==> config.mk <==
export PLATFORM = sky130hd
export DESIGN_NAME = bin_to_bcd_seq
export DESIGN_NICKNAME = d
export VERILOG_FILES = /design/src/rtl/seven_seg_pkg.sv /design/src/rtl/bin_to_bcd_seq_bcd_add3.sv /design/src/rtl/bin_to_bcd_seq.sv
export SDC_FILE = /design/constraint.sdc
export NUM_CORES = 1
export LEC_CHECK = 0
export ABC_AREA = 1
export BUFFER_PORTS_ARGS = -buffer_cell sky130_fd_sc_hd__buf_4
export CAP_MARGIN = 10
export CORE_ASPECT_RATIO = 1.2
export CORE_MARGIN = 2
export CORE_UTILIZATION = 60
export CTS_BUF_LIST = sky130_fd_sc_hd__clkbuf_8
export CTS_CLUSTER_SIZE = 8
export DETAILED_ROUTE_END_ITERATION = 12
export MAX_ROUTING_LAYER = met4
export PLACE_DENSITY_LB_ADDON = 0.12
export SLEW_MARGIN = 20
export SYNTH_ARGS = -nofsm -noshare
export SYNTH_HDL_FRONTEND = slang
export SYNTH_HIERARCHICAL = 1
export SYNTH_SLANG_ARGS = --single-unit
==> constraint.sdc <==
create_clock -name clk -period 1.9 [get_ports clk]
set_input_delay 0.095 -clock clk [delete_from_list [all_inputs] [get_ports clk]]
set_output_delay 0.095 -clock clk [all_outputs]
set_load 0.02 [all_outputs]
==> src/rtl/seven_seg_pkg.sv <==
// Shared types and constants for the binary-to-BCD converter and the seven-segment display side.
package seven_seg_pkg;

  typedef logic [3:0] bcd_digit_t;

  typedef enum logic {
    IDLE    = 1'b0,
    CONVERT = 1'b1
  } conv_state_t;

  localparam bcd_digit_t BCD_DIGIT_MAX = 4'd9;
  localparam bcd_digit_t BCD_BLANK     = 4'hF;

  // Largest value representable in 'digits' BCD digits (10^digits - 1).
  function automatic int unsigned bcd_max_value(input int digits);
    int unsigned v;
    v = 1;
    for (int i = 0; i < digits; i++) v = v * 10;
    return v - 1;
  endfunction

endpackage

==> src/rtl/bin_to_bcd_seq_bcd_add3.sv <==
// Single-digit double-dabble adjust: add 3 to any digit of 5 or more before the shift.
module bcd_add3
  import seven_seg_pkg::*;
(
  input  bcd_digit_t din,
  output bcd_digit_t dout
);

  always_comb begin
    dout = din;
    if (din >= 4'd5) dout = din + 4'd3;
  end

endmodule

==> src/rtl/bin_to_bcd_seq.sv <==
// Sequential double-dabble binary-to-BCD converter, one input bit per clock.
// Build option: define BCD_OVERFLOW_SAT_EN to saturate bcd to all nines on overflow.
module bin_to_bcd_seq
  import seven_seg_pkg::*;
#(
  parameter int BIN_W  = 14,
  parameter int DIGITS = 4
) (
  input  logic                  clk,
  input  logic                  reset_n,
  input  logic                  start,
  input  logic [BIN_W-1:0]      bin,
  output logic                  busy,
  output logic                  done,
  output logic [4*DIGITS-1:0]   bcd,
  output logic                  overflow
);

  localparam int          SCR_W   = 4 * DIGITS;
  localparam int          CNT_W   = $clog2(BIN_W + 1);
  localparam int unsigned BCD_MAX = bcd_max_value(DIGITS);

  conv_state_t        state_q, state_d;
  logic [BIN_W-1:0]   shift_q, shift_d;
  logic [SCR_W-1:0]   scratch_q, scratch_d;
  logic [CNT_W-1:0]   cnt_q, cnt_d;
  logic               ovf_pend_q, ovf_pend_d;
  logic               busy_q, busy_d;
  logic               done_q, done_d;
  logic [SCR_W-1:0]   bcd_q, bcd_d;
  logic               overflow_q, overflow_d;

  logic [SCR_W-1:0]   adj;
  logic [SCR_W-1:0]   shifted;

  for (genvar g = 0; g < DIGITS; g++) begin : g_adj
    bcd_add3 u_add3 (
      .din  (scratch_q[4*g +: 4]),
      .dout (adj[4*g +: 4])
    );
  end

  // The top bit of the adjusted scratch falls off here: results wrap modulo 10^DIGITS.
  assign shifted = {adj[SCR_W-2:0], shift_q[BIN_W-1]};

  always_comb begin
    state_d    = state_q;
    shift_d    = shift_q;
    scratch_d  = scratch_q;
    cnt_d      = cnt_q;
    ovf_pend_d = ovf_pend_q;
    busy_d     = busy_q;
    done_d     = 1'b0;
    bcd_d      = bcd_q;
    overflow_d = overflow_q;
    unique case (state_q)
      IDLE: begin
        if (start) begin
          shift_d    = bin;
          scratch_d  = '0;
          cnt_d      = '0;
          ovf_pend_d = (32'(bin) > BCD_MAX);
          busy_d     = 1'b1;
          state_d    = CONVERT;
        end
      end
      CONVERT: begin
        scratch_d = shifted;
        shift_d   = {shift_q[BIN_W-2:0], 1'b0};
        cnt_d     = cnt_q + CNT_W'(1);
        if (cnt_q == CNT_W'(BIN_W - 1)) begin
`ifdef BCD_OVERFLOW_SAT_EN
          bcd_d = ovf_pend_q ? {DIGITS{BCD_DIGIT_MAX}} : shifted;
`else
          bcd_d = shifted;
`endif
          overflow_d = ovf_pend_q;
          done_d     = 1'b1;
          busy_d     = 1'b0;
          state_d    = IDLE;
        end
      end
      default: state_d = IDLE;
    endcase
  end

  always_ff @(posedge clk or negedge reset_n) begin
    if (!reset_n) begin
      state_q    <= IDLE;
      shift_q    <= '0;
      scratch_q  <= '0;
      cnt_q      <= '0;
      ovf_pend_q <= 1'b0;
      busy_q     <= 1'b0;
      done_q     <= 1'b0;
      bcd_q      <= '0;
      overflow_q <= 1'b0;
    end else begin
      state_q    <= state_d;
      shift_q    <= shift_d;
      scratch_q  <= scratch_d;
      cnt_q      <= cnt_d;
      ovf_pend_q <= ovf_pend_d;
      busy_q     <= busy_d;
      done_q     <= done_d;
      bcd_q      <= bcd_d;
      overflow_q <= overflow_d;
    end
  end

  assign busy     = busy_q;
  assign done     = done_q;
  assign bcd      = bcd_q;
  assign overflow = overflow_q;

endmodule

==> impl_metrics.toml <==
[worst_setup_path]
ff2ff_path_depth = 7
crit_required_ns = 2.10
crit_arrival_ns = 1.68
rr_endpoint = "scratch_q[9]$_DFFE_PN0P_"
startpoint_type = "register"
rrSetupSlack_ns = 0.42
crit_start = "scratch_q[8]$_DFFE_PN0P_"
r2r-start = "scratch_q[8]$_DFFE_PN0P_"
cp-end-kind = "register"
path_class = "register to register"
crit_fanout = 5

[worst_hold_path]
hold_end = "shift_q[6]$_DFFE_PN0P_"
hp-class = "input pin to register"
hold_start = "bin[6]"
min_delay_path_depth = 3

[placement]
gp_congestion = 0.890
port_buffers = 35
dp_hpwl_um = 3670
placedCellCount = 402

[sta]
final_max_slew_viol_count = 0
clock_skew_ns = 0.00954
fin_crit_sh_pct = 77.9
period_needed_ns = 1.48
hold_viol_final = 0
tightest_slew_ns = 0.682
setup_violations = 0
tns_ns = 0
fmax_mhz = 676
relSlewSlack_pct = 54.5
rsz0062_at_grt = "false"

[route]
routed_wl_um = 5370
num_vias = 2190
drt_iter0_markers = 113
wire_per_inst_um = 12.8
dr.pass1.iters = 4
viasPerCell = 5.21
drc = 0
antenna_left = 0

[cells_and_area]
fillers = 385
layout.nets = 388
drive_above_1_share_pct = 26.5
final-seq-area_um2 = 1380
multi_input_area_um2 = 1260
syn_to_final_growth_pct = 17.2
layoutNonFillerInstCount = 420
antenna_cells = 0

[die]
fp.dieW_um = 66.9
fp-row-count = 27
io_pins = 36
start_util_pct = 62.0
core-area_um2 = 4590
die_height_um = 79.5
die_area_um2 = 5320

[grt]
antenna_found_initial = 0
grt_start_max_net_pins = 56
first_global_vias = 2128
grt_pass1_wl_um = 9320
grt-ovfl-total = 0
globalRouteTotalUtil_pct = 23.7

[cts]
numCtsBuffers = 5
cts_tree = "built"
clockBufferDepth = 2
clkTransAtPathRegs_ns = 0.10
clock-sinks = 55
clock_latency_ns = 0.31
cts_root_buf = "clkbuf_8"
htreeDepth = 2

[synthesis]
synth_cells = 315
postSynthAreaPerCell_um2 = 9.05
synth.cell_area_um2 = 2850
synthesis.nets = 342
yosysWarnings = 6

[job]
drv_cap = 0

[run_status]
status = "completed"

[power_and_ir_drop]
power_density_nw_per_um2 = 1690
peakVddDrop_v = 0.000887
p_leak_nw = 1.70
power breakdown:
part           switching [mW]  leakage, nW  internal (mW)
clock                   0.365       0.0557          0.328
sequential              0.389        0.696           1.69
combinational            1.65        0.948           1.21
critical path, cell delays in order, from the launching register on:
cell and delay, ns:
dfrtp_1 0.42, inv_1 0.10, ha_1 0.26, nor2_4 0.17
nor2_4 0.07, nand2_1 0.05, nand2_1 0.06, a22o_1 0.24
registers in the layout (all words and copies together), names as in the netlist:
name	count
bcd	16
busy	1
cnt_q	4
done	1
overflow	1
ovf_pend_q	1
scratch_q	16
shift_q	14
state_q	1
how the worst max path moves through the flow:
| stage | to | slack [ns] | cells past startpoint |
|---|---|---|---|
| 3_5_place_dp | scratch_q[9]$_DFFE_PN0P_ | 0.43 | 7 |
| 3_3_place_gp | scratch_q[9]$_DFFE_PN0P_ | 0.48 | 7 |
| 6_report | scratch_q[9]$_DFFE_PN0P_ | 0.42 | 7 |
| 4_1_cts | scratch_q[9]$_DFFE_PN0P_ | 0.42 | 7 |
| 5_1_grt | bcd[1]$_DFFE_PN0P_ | 0.24 | 6 |
| 2_1_floorplan | scratch_q[10]$_DFFE_PN0P_ | 0.58 | 7 |
routing by layer:
metal | vias up | track usage (%) | share of wire (%)
met2 | 45 | 40.9 | 52
li1 | 1099 | - | -
met1 | 1044 | 28.4 | 43
met4 | 0 | 6.73 | 0.58
met3 | 2 | 4.23 | 4.1
met5 | - | - | 0
layout make-up:
| class | instances | area share (%) |
|---|---|---|
| Timing Repair Buffer | 50 | 12.4 |
| Inverter | 28 | 3.37 |
| Multi-Input combinational cell | 221 | 37.9 |
| Sequential cell | 55 | 41.2 |
| Tap cell | 58 | 2.17 |
| Clock buffer | 7 | 2.88 |
| Clock inverter | 1 | 0.112 |
stage by stage:
stage               setup WS (ns)  power (mW)  util [%]  cell area (um^2)  hold WS, ns
finish                      0.421        5.63      72.7              3340       0.0116
global route                0.240        6.13      72.7              3340      0.00668
CTS                         0.421        5.69      72.7              3340      0.00171
detailed placement          0.429        4.97      68.3              3140        0.186
global placement            0.476        4.87      68.3              3140        0.182
floorplan                   0.577        4.21         -              2850       -0.201
timing repair:
item                                   in CTS  in global routing
endpoints found under the hold margin      64                  0
buffers inserted                            0                  0
hold buffers                               10                  0
gates resized for setup                     0                  0
cells in the final DEF, fill, tap and decap left out:
| cell type | count |
|---|---|
| dlygate4sd3_1 | 10 |
| buf_4 | 39 |
| a21oi_2 | 3 |
| nand2_1 | 91 |
| nand2_8 | 1 |
| nor2_1 | 24 |
| o21ai_0 | 28 |
| a21oi_1 | 6 |
| inv_2 | 4 |
| inv_4 | 1 |
| nand3_2 | 10 |
| o21ai_2 | 4 |
| a22o_1 | 13 |
| nand3_1 | 3 |
| dfrtp_1 | 55 |
| clkbuf_8 | 7 |
| inv_6 | 1 |
| nor2_4 | 10 |
| o211ai_1 | 2 |
| buf_12 | 1 |
| ha_1 | 10 |
| inv_1 | 23 |
| o22ai_1 | 1 |
| nand2_2 | 15 |
Note: power is estimated with default switching activity, not from simulation.
